`config.mk`:
```
export PLATFORM = sky130hd
export DESIGN_NAME = usart_rx_buffer_flat
export DESIGN_NICKNAME = d
export VERILOG_FILES = /design/src/rtl/usart_pkg.sv /design/src/rtl/usart_rx_buffer_if.sv /design/src/rtl/usart_fifo_mem.sv /design/src/rtl/usart_rx_buffer.sv /design/src/flat_wrapper.sv
export SDC_FILE = /design/constraint.sdc
export NUM_CORES = 1
export LEC_CHECK = 0
export ABC_AREA = 1
export BUFFER_PORTS_ARGS = -buffer_cell sky130_fd_sc_hd__buf_2
export CELL_PAD_IN_SITES_DETAIL_PLACEMENT = 2
export CELL_PAD_IN_SITES_GLOBAL_PLACEMENT = 2
export CORE_ASPECT_RATIO = 0.6
export CORE_UTILIZATION = 37
export DETAILED_ROUTE_END_ITERATION = 12
export GPL_ROUTABILITY_DRIVEN = 0
export PLACE_DENSITY = 0.72
export SLEW_MARGIN = 0
export SYNTH_ARGS = -nofsm -noshare
export SYNTH_HDL_FRONTEND = slang
export SYNTH_SLANG_ARGS = --single-unit
export TNS_END_PERCENT = 1
```
`constraint.sdc`:
```
create_clock -name CLK50M -period 1.6 [get_ports CLK50M]
set_input_delay 0.32 -clock CLK50M [delete_from_list [all_inputs] [get_ports CLK50M]]
set_output_delay 0.32 -clock CLK50M [all_outputs]
set_load 0.005 [all_outputs]
```
`src/rtl/usart_pkg.sv`:
```
// Shared definitions for the usart receive path: data width, default FIFO
// depth and the capture FSM state encoding.
package usart_pkg;

  localparam int DATA_W        = 8;
  localparam int DEPTH_DEFAULT = 16;

  typedef enum logic [1:0] {
    IDLE     = 2'd0,
    ACK      = 2'd1,
    WAIT_LOW = 2'd2
  } rx_cap_state_t;

  // True when n is a power of two in the supported depth range.
  function automatic bit depth_ok(input int n);
    return (n >= 2) && (n <= 256) && ((n & (n - 1)) == 0);
  endfunction

endpackage

```
`src/rtl/usart_rx_buffer_if.sv`:
```
// Bus between the usart receiver, the rx buffer and the host drain logic.
// OVR_CNT exists only when USART_RX_OVR_CNT_EN is defined.
interface usart_rx_buffer_if
  import usart_pkg::*;
#(
  parameter int DEPTH = DEPTH_DEFAULT
) ();

  localparam int AW = $clog2(DEPTH);

  // usart side
  logic [DATA_W-1:0] RX_DATA;
  logic              RX_RDY;
  logic              RDY_CLR;

  // host side
  logic              RD_EN;
  logic [DATA_W-1:0] RD_DATA;
  logic              EMPTY;
  logic              FULL;
  logic [AW:0]       COUNT;
  logic              OVERRUN;
  logic              OVR_CLR;
`ifdef USART_RX_OVR_CNT_EN
  logic [7:0]        OVR_CNT;
`endif

  // The buffer itself.
  modport slave (
    input  RX_DATA,
    input  RX_RDY,
    output RDY_CLR,
    input  RD_EN,
    output RD_DATA,
    output EMPTY,
    output FULL,
    output COUNT,
    output OVERRUN,
    input  OVR_CLR
`ifdef USART_RX_OVR_CNT_EN
    ,
    output OVR_CNT
`endif
  );

  // Whoever drives the usart side and drains the FIFO.
  modport master (
    output RX_DATA,
    output RX_RDY,
    input  RDY_CLR,
    output RD_EN,
    input  RD_DATA,
    input  EMPTY,
    input  FULL,
    input  COUNT,
    input  OVERRUN,
    output OVR_CLR
`ifdef USART_RX_OVR_CNT_EN
    ,
    input  OVR_CNT
`endif
  );

endinterface

```
`src/rtl/usart_fifo_mem.sv`:
```
// DEPTH x DATA_W storage for the rx FIFO: one synchronous write port and one
// asynchronous read port. Contents are deliberately not reset.
module usart_fifo_mem
  import usart_pkg::*;
#(
  parameter int DEPTH = DEPTH_DEFAULT,
  localparam int AW   = $clog2(DEPTH)
) (
  input  logic              clk_i,
  input  logic              wr_en_i,
  input  logic [AW-1:0]     wr_addr_i,
  input  logic [DATA_W-1:0] wr_data_i,
  input  logic [AW-1:0]     rd_addr_i,
  output logic [DATA_W-1:0] rd_data_o
);

  logic [DATA_W-1:0] mem_q [DEPTH];

  // Write the incoming byte at the tail slot.
  always_ff @(posedge clk_i) begin
    if (wr_en_i) begin
      mem_q[wr_addr_i] <= wr_data_i;
    end
  end

  assign rd_data_o = mem_q[rd_addr_i];

endmodule

```
`src/rtl/usart_rx_buffer.sv`:
```
// Receive-side buffer behind the usart: captures each byte flagged by RX_RDY,
// acknowledges it with a one-cycle RDY_CLR pulse and queues it in a
// first-word-fall-through FIFO that the host drains with RD_EN.
// Optional dropped-byte counter OVR_CNT: define USART_RX_OVR_CNT_EN.
//
// Capture FSM
//   state    | meaning
//   IDLE     | waiting for RX_RDY; a high sample captures the byte
//   ACK      | RDY_CLR high for exactly this cycle
//   WAIT_LOW | byte consumed, waiting for the usart to drop RX_RDY
module usart_rx_buffer
  import usart_pkg::*;
#(
  parameter int DEPTH = DEPTH_DEFAULT
) (
  input logic              CLK50M,
  input logic              RST,
  usart_rx_buffer_if.slave bus
);

  localparam int AW = $clog2(DEPTH);
  localparam logic [AW:0] CNT_FULL = (AW+1)'(DEPTH);
  localparam logic [AW:0] CNT_ONE  = (AW+1)'(1);
  localparam logic [AW-1:0] PTR_ONE = AW'(1);

  rx_cap_state_t state_q, state_d;

  logic              capture;
  logic              accept;
  logic              drop;
  logic              push;
  logic              pop;

  logic [AW-1:0]     wr_ptr_q, wr_ptr_d;
  logic [AW-1:0]     rd_ptr_q, rd_ptr_d;
  logic [AW:0]       count_q, count_d;
  logic              empty_q, full_q;
  logic              rdy_clr_q;
  logic              overrun_q, overrun_d;
  logic [DATA_W-1:0] mem_rd_data;

  // Capture FSM next state; capture marks the cycle a byte is taken.
  always_comb begin
    state_d = state_q;
    capture = 1'b0;
    unique case (state_q)
      IDLE: begin
        if (bus.RX_RDY) begin
          capture = 1'b1;
          state_d = ACK;
        end
      end
      ACK: begin
        state_d = WAIT_LOW;
      end
      WAIT_LOW: begin
        if (!bus.RX_RDY) begin
          state_d = IDLE;
        end
      end
      default: begin
        state_d = IDLE;
      end
    endcase
  end

  // A full FIFO still accepts the byte when the host pops in the same cycle.
  assign pop    = bus.RD_EN && !empty_q;
  assign accept = capture && (!full_q || bus.RD_EN);
  assign push   = accept;
  assign drop   = capture && !accept;

  // Pointer, occupancy and overrun next-state.
  always_comb begin
    wr_ptr_d  = wr_ptr_q;
    rd_ptr_d  = rd_ptr_q;
    count_d   = count_q;
    overrun_d = overrun_q;
    if (push) begin
      wr_ptr_d = wr_ptr_q + PTR_ONE;
    end
    if (pop) begin
      rd_ptr_d = rd_ptr_q + PTR_ONE;
    end
    if (push && !pop) begin
      count_d = count_q + CNT_ONE;
    end else if (pop && !push) begin
      count_d = count_q - CNT_ONE;
    end
    // A new drop beats a clear arriving in the same cycle.
    if (drop) begin
      overrun_d = 1'b1;
    end else if (bus.OVR_CLR) begin
      overrun_d = 1'b0;
    end
  end

  // State, pointers, count and registered flags.
  always_ff @(posedge CLK50M) begin
    if (RST) begin
      state_q   <= IDLE;
      wr_ptr_q  <= '0;
      rd_ptr_q  <= '0;
      count_q   <= '0;
      empty_q   <= 1'b1;
      full_q    <= 1'b0;
      rdy_clr_q <= 1'b0;
      overrun_q <= 1'b0;
    end else begin
      state_q   <= state_d;
      wr_ptr_q  <= wr_ptr_d;
      rd_ptr_q  <= rd_ptr_d;
      count_q   <= count_d;
      empty_q   <= (count_d == '0);
      full_q    <= (count_d == CNT_FULL);
      rdy_clr_q <= capture;
      overrun_q <= overrun_d;
    end
  end

`ifdef USART_RX_OVR_CNT_EN
  logic [7:0] ovr_cnt_q, ovr_cnt_d;

  // Saturating dropped-byte counter; a clear with a same-cycle drop leaves 1.
  always_comb begin
    ovr_cnt_d = ovr_cnt_q;
    if (bus.OVR_CLR) begin
      ovr_cnt_d = drop ? 8'd1 : 8'd0;
    end else if (drop && (ovr_cnt_q != 8'hFF)) begin
      ovr_cnt_d = ovr_cnt_q + 8'd1;
    end
  end

  // Counter register.
  always_ff @(posedge CLK50M) begin
    if (RST) begin
      ovr_cnt_q <= '0;
    end else begin
      ovr_cnt_q <= ovr_cnt_d;
    end
  end

  assign bus.OVR_CNT = ovr_cnt_q;
`endif

  usart_fifo_mem #(
    .DEPTH(DEPTH)
  ) u_mem (
    .clk_i     (CLK50M),
    .wr_en_i   (push),
    .wr_addr_i (wr_ptr_q),
    .wr_data_i (bus.RX_DATA),
    .rd_addr_i (rd_ptr_q),
    .rd_data_o (mem_rd_data)
  );

  assign bus.RDY_CLR = rdy_clr_q;
  assign bus.RD_DATA = empty_q ? '0 : mem_rd_data;
  assign bus.EMPTY   = empty_q;
  assign bus.FULL    = full_q;
  assign bus.COUNT   = count_q;
  assign bus.OVERRUN = overrun_q;

endmodule

```
`src/flat_wrapper.sv`:
```
// flat-port wrapper written by rule: the top's interface ports become plain ports
module usart_rx_buffer_flat import usart_pkg::*;
#(
  parameter int DEPTH = DEPTH_DEFAULT
)
  (CLK50M, RST, bus_RX_DATA, bus_RX_RDY, bus_RDY_CLR, bus_RD_EN, bus_RD_DATA, bus_EMPTY, bus_FULL, bus_COUNT, bus_OVERRUN, bus_OVR_CLR);
  usart_rx_buffer_if #(.DEPTH(DEPTH)) bus_i ();
  input logic CLK50M;
  input logic RST;
  input wire logic [$bits(bus_i.RX_DATA)-1:0] bus_RX_DATA;
  input wire logic [$bits(bus_i.RX_RDY)-1:0] bus_RX_RDY;
  output wire logic [$bits(bus_i.RDY_CLR)-1:0] bus_RDY_CLR;
  input wire logic [$bits(bus_i.RD_EN)-1:0] bus_RD_EN;
  output wire logic [$bits(bus_i.RD_DATA)-1:0] bus_RD_DATA;
  output wire logic [$bits(bus_i.EMPTY)-1:0] bus_EMPTY;
  output wire logic [$bits(bus_i.FULL)-1:0] bus_FULL;
  output wire logic [$bits(bus_i.COUNT)-1:0] bus_COUNT;
  output wire logic [$bits(bus_i.OVERRUN)-1:0] bus_OVERRUN;
  input wire logic [$bits(bus_i.OVR_CLR)-1:0] bus_OVR_CLR;
  assign bus_i.RX_DATA = bus_RX_DATA;
  assign bus_i.RX_RDY = bus_RX_RDY;
  assign bus_RDY_CLR = bus_i.RDY_CLR;
  assign bus_i.RD_EN = bus_RD_EN;
  assign bus_RD_DATA = bus_i.RD_DATA;
  assign bus_EMPTY = bus_i.EMPTY;
  assign bus_FULL = bus_i.FULL;
  assign bus_COUNT = bus_i.COUNT;
  assign bus_OVERRUN = bus_i.OVERRUN;
  assign bus_i.OVR_CLR = bus_OVR_CLR;
  usart_rx_buffer #(.DEPTH(DEPTH)) u_core (.CLK50M(CLK50M), .RST(RST), .bus(bus_i));
endmodule
```
; ---- Word-level counts from Yosys, hierarchy flattened
; Memory sizes are Yosys's and may differ from the RTL's. A register that Yosys moved wholly into a read port is not among the register bits.
; Cells that the tools add are included.
[word_totals]
reg_bits = 19
ramBits = 128
in_bits = 13
n_memories = 1
[memory_table]
columns = memory, depth, width, read_ports, rd_ports_with_merged_regs, write_ports, line_no
row1 = u_core.u_mem.mem_q, 16, 8, 1, 1, 1, usart_fifo_mem.sv:17  ; logic [DATA_W-1:0] mem_q [DEPTH];
[classes]
n_addsub = 4
n_eq_ne = 5
mux = 14
n_reduce_logical = 14
[ops]
columns = op, count
row1 = $mux W5, 2
row2 = $add A4 B1 Y4 const B, 2
row3 = $mux W4, 2
row4 = $mux W8, 1
row5 = $mux W1, 6
row6 = $pmux W2 S3, 1
row7 = $add A5 B1 Y5 const B, 1
row8 = $eq A5 B5 Y1 const B, 1
row9 = $logic_and A1 B1 Y1, 5
row10 = $logic_not A5 Y1, 1
row11 = $sub A5 B1 Y5 const B, 1
row12 = $logic_not A1 Y1, 4
row13 = $mux W2, 2
row14 = $ne A2 B2 Y1 const B, 2
row15 = $eq A2 B1 Y1 const B, 1
row16 = $eq A2 B2 Y1 const B, 1
row17 = $logic_not A2 Y1, 1
row18 = $reduce_and A2 Y1, 1
row19 = $reduce_bool A2 Y1, 1
row20 = $logic_or A1 B1 Y1, 1

; ---- Depth between registers and ports, before layout
[depth]
ltp_word = 8
mapped_depth = 12
depth_no_buf = 12

; ---- Cells and area by module
; A second synthesis with hierarchy kept.
[hier_totals]
cells_unflattened = 695
area_unflattened_um2 = 6667.6
[by_module_without_submodules]
columns = mod, n_inst, cells_each, area_each_um2
row1 = usart_fifo_mem, 1, 543, 5606.6
row2 = usart_rx_buffer, 1, 152, 1061.0

; ---- Worst setup path after synthesis
; OpenSTA, ideal clock, no wires.
[synth_timing]
path_kind = reg2reg
from = register u_core.state_q[0]
to = memory u_core.u_mem.mem_q[3][0] (enable)
arrival_time_ns = 1.298
required_time_ns = 1.230
setup_slack_ns = -0.069
path_stages_with_launch = 8
n_path_buf = 0
synth_period_minus_slack_ns = 1.669
cell_sequence = dfxtp_1 inv_1 nand2_1 nor2_1 nand2_1 nor2_1 nand2_1 nor2_1
[synth_via]
elab_chain_len = 5
[synth_lines]
columns = element, line_no
row1 = "start, declared", usart_rx_buffer.sv:26  ; rx_cap_state_t state_q, state_d;
row2 = "start signal, assigned", usart_rx_buffer.sv:110  ; state_q <= state_d;
row3 = $logic_not A2 Y1, usart_rx_buffer.sv:46  ; unique case (state_q)
row4 = $mux W1, usart_rx_buffer.sv:46
row5 = $logic_and A1 B1 Y1, usart_rx_buffer.sv:69  ; assign accept = capture && (!full_q || bus.RD_EN);
row6 = $mux W1, usart_fifo_mem.sv:21  ; if (wr_en_i) begin
row7 = $mux W1 (not written as such), usart_fifo_mem.sv:22  ; mem_q[wr_addr_i] <= wr_data_i;
row8 = "end, declared", usart_fifo_mem.sv:17
; Every way passes these cells.

==> flow_summary.rst <==
.. list-table::
   :header-rows: 1

   * - Metric
     - Value
   * - Number of fill cells
     - 1633
   * - Vias in the first global route
     - 4831
   * - Die Area
     - 17400 µm²
   * - Number of failing setup endpoints in the final timing report
     - 8
   * - Required time worst endpoint
     - 1.28 ns
   * - Vias post-DR
     - 4573
   * - Critical hold path startpoint
     - RST
   * - GRT Overall Usage
     - 24.9%
   * - XOR/XNOR share of the synthesized area
     - 0.421%
   * - Dpl hpwl
     - 13700 µm
   * - Min-Delay Path Depth
     - 2
   * - Routed via count divided by cell count
     - 5.41
   * - Critical path fanouts, max
     - 15
   * - Post-synthesis share of cell area spent on full adders, half adders and majority gates
     - 1.40%
   * - Worst Setup Slack, final
     - -0.739 ns
   * - Antenna diode count
     - 0
   * - Startpoint of the most critical register-to-register path
     - u_core.state_q[0]
   * - CORE AREA
     - 16400 µm²
   * - Power Dens Cells
     - 1350 nW/µm²
   * - Largest delay share family, worst path
     - compound AO/OA/AOI/OAI gates
   * - Maximum level of the CTS H-tree
     - 4
   * - Shortest clock period the worst path allows after layout
     - 2.34 ns
   * - Worst ir drop on vdd
     - 0.000664 V
   * - Top-Level Pins
     - 30
   * - Startpoint kind of the worst setup timing path
     - flop
   * - Leftover overflow at the end of global routing
     - 0
   * - Starting Density
     - 38.1%
   * - Clock root buffer master
     - clkbuf_16
   * - Clock Latency Late Sink
     - 0.43 ns
   * - Flop and latch count out of synthesis
     - 151
   * - Reg2Reg Depth
     - 8
   * - DRC viols
     - 0
   * - CP max stage cell
     - dfxtp_4
   * - Number of cells produced by synthesis
     - 540
   * - Design Power
     - 10.5 mW
   * - Area fraction in compound gates after synthesis
     - 11.3%
   * - Layout cells sized above 1
     - 23.0%
   * - Dominant combinational cell family by area after synthesis
     - simple AND/OR/NAND/NOR gates
   * - Critical Path Max Stage Delay
     - 0.44 ns
   * - Number of placement rows
     - 36
   * - Count of TritonRoute iterations in the first routing pass
     - 5
   * - Final number of hold-violating endpoints
     - 0
   * - Largest net degree at the start of global routing
     - 29
   * - Type of element capturing the critical path
     - output port
   * - YS warnings
     - 0
   * - Multiplexer fraction of the synthesized cell area
     - 0%
   * - Skew final
     - 0.0118 ns
   * - Global-route wire length before repair
     - 30300 µm
   * - CTS hold repair buffers
     - 0
   * - Initial antenna violation count
     - 0
   * - Number of clock sinks
     - 151
   * - FMAX
     - 0.427 GHz
   * - Die boundary height
     - 103 µm
   * - Library cells used by synthesis
     - 32
   * - Cells traversed along the worst timing path
     - clkinv_4, buf_12, o21ai_0, o211ai_1, nand3_1, a21oi_2, buf_2
   * - Slew of the pin with the lowest slew margin
     - 0.416 ns
   * - Clock buffer count from CTS
     - 17
   * - Synthesized area per cell
     - 11.6 µm²
   * - First-iteration detailed-routing DRC count
     - 358
   * - Area overhead of the layout relative to synthesis
     - 23.8%
   * - Maxcap violations
     - 0
   * - Number of nets produced by synthesis
     - 560
   * - Summed instance area of the synthesized netlist
     - 6240 µm²
   * - DR WL/cell
     - 24.5 µm
   * - Clock-pin slew reported for the worst setup and hold paths after clock tree synthesis
     - 0.07 ns
   * - Routed wire length
     - 20700 µm
   * - Failing checks
     - setup timing
   * - Type of the worst min-delay path
     - in2reg
   * - Sum of negative setup slack
     - -5.43 ns
   * - Share of synthesized cell area in and, or, nand and nor gates
     - 14.0%
   * - Clock tree from TritonCTS
     - done
   * - Worst EP arrival
     - 2.02 ns
   * - Count of port buffers added during placement
     - 29
   * - Total count of max-transition violations in the final report
     - 0
   * - Cell count along the critical path
     - 7
   * - Result of the run
     - finished, violations left
   * - Share of the yosys chip area belonging to registers
     - 69.0%
   * - Net total in the final layout
     - 625
   * - Unrepaired setup endpoints after global routing
     - yes
   * - Post-route ant nets
     - 0
   * - Crit Path Category
     - reg2out
   * - Max_slew headroom
     - 72.2%
   * - Die width
     - 170 µm
   * - DP Cell Count
     - 811
   * - Worst Path Buf+Inv
     - 3
   * - Leak pwr
     - 2.76 nW
   * - Non-filler instance count after layout
     - 846
   * - Final worst path period share
     - 146%
   * - Maximum buffer depth of the clock tree
     - 2
sequential cells by signal, summed over array words and instances (netlist names), named ones only:
name and flops:
u_core.bus.EMPTY 1, u_core.bus.FULL 1, u_core.wr_ptr_q 4, u_core.rd_ptr_q 4
u_core.bus.RDY_CLR 1, u_core.state_q 2, u_core.bus.OVERRUN 1, u_core.bus.COUNT 5
u_core.u_mem.mem_q 128
final timing paths:
check | endpoint | slack, ns
worst min register to register | u_core.bus.OVERRUN | 0.49
worst max register to register | u_core.u_mem.mem_q[5][7] | 0.04
worst max-delay path | bus_RD_DATA[2] | -0.74
worst min-delay path | u_core.bus.COUNT[3] | 0.16
metal layers:
metal | vias up | global-route usage, % | routed length, µm
met5 | - | 0 | 0
met4 | 0 | 8.59 | 294
met3 | 21 | 4.64 | 835
met2 | 107 | 38.5 | 9820
met1 | 2393 | 35.4 | 9780
li1 | 2052 | - | -
where the power goes:
group	internal, mW	switching [mW]	leakage (nW)
Clock	2.18	1.79	0.268
Sequential	4.39	0.124	1.34
Combinational	0.736	1.24	1.15
Total	7.31	3.15	2.76
synthesized netlist by cell type:
cell	instances	area share [%]
inv_1	21	1.3
nand2_2	5	0.50
buf_6	2	0.36
a211oi_1	1	0.12
xor2_1	3	0.42
o21ai_1	5	0.40
ha_1	7	1.4
clkbuf_2	2	0.16
buf_2	10	0.80
nor3_1	2	0.16
clkbuf_1	6	0.36
dfxtp_1	23	7.4
a21oi_1	19	1.5
buf_1	1	0.060
clkinv_2	1	0.080
nand2_1	36	2.2
nor2_2	2	0.20
o211ai_1	32	3.9
nand3_4	1	0.28
a31oi_1	1	0.10
inv_2	1	0.060
nor2_8	1	0.32
o31ai_1	1	0.12
nor2_1	126	7.6
o21ai_0	64	5.1
nand3_1	28	2.2
edfxtp_1	128	62
buf_4	5	0.60
nand3_2	1	0.16
inv_4	2	0.20
nand3b_1	2	0.24
and3_1	1	0.10
timing repair:
| item | CTS | global route |
|---|---|---|
| pin swaps | 1 | 3 |
| setup endpoints to repair | 101 | 140 |
| gates resized for setup | 37 | 26 |
| cloned | 1 | 1 |
| setup buffers | 0 | 1 |
cell type report:
type / count / area [µm²] / area share, %
Clock inverter: 14 / 140 / 1.81
Tap cell: 228 / 285 / 3.69
Timing Repair Buffer: 72 / 674 / 8.73
Inverter: 25 / 106 / 1.38
Clock buffer: 18 / 429 / 5.56
Sequential cell: 151 / 4310 / 55.9
Multi-Input combinational cell: 338 / 1770 / 22.9
logic make-up after synthesis:
family	count (synthesis)
AO/OA/AOI/OAI	123
XOR/XNOR	3
adder cells (fa/ha/maj)	7
buffers and inverters	51
flip-flops	151
AND/OR/NAND/NOR	205
stage by stage:
stage                     cell area, µm²  worst slack, ns  hold slack (ns)  utilization (%)
after floorplan                     6240          -0.0687            0.419                -
after global placement              6910           -0.283            0.457             42.3
after detailed placement            6910           -0.284            0.479             42.3
after CTS                           7610           -0.678            0.144             46.5
after global routing                7720           -0.783            0.155             47.2
final                               7720           -0.739            0.159             47.2
placed cells by master (no fill, tap or decap), types with 2 or more instances in the layout:
cell type,Yosys,layout
edfxtp_1,128,128
nor2_1,126,121
o21ai_0,64,49
o211ai_1,32,32
nand2_1,36,31
buf_2,10,29
nand3_1,28,28
inv_1,21,20
dfxtp_1,23,19
o21ai_1,5,18
clkbuf_16,0,18
buf_6,2,17
buf_4,5,16
a21oi_1,19,13
nand2_2,5,9
buf_12,0,8
a21oi_2,0,6
nor2_2,2,6
ha_1,7,6
clkinvlp_4,0,4
inv_6,0,4
clkinv_4,0,3
inv_4,2,3
o21ai_2,0,2
nor3_1,2,2
xor2_1,3,2
nand3b_1,2,2
dfxtp_4,0,2
inv_8,0,2
dfxtp_2,0,2
(Power assumes the default switching activity.)
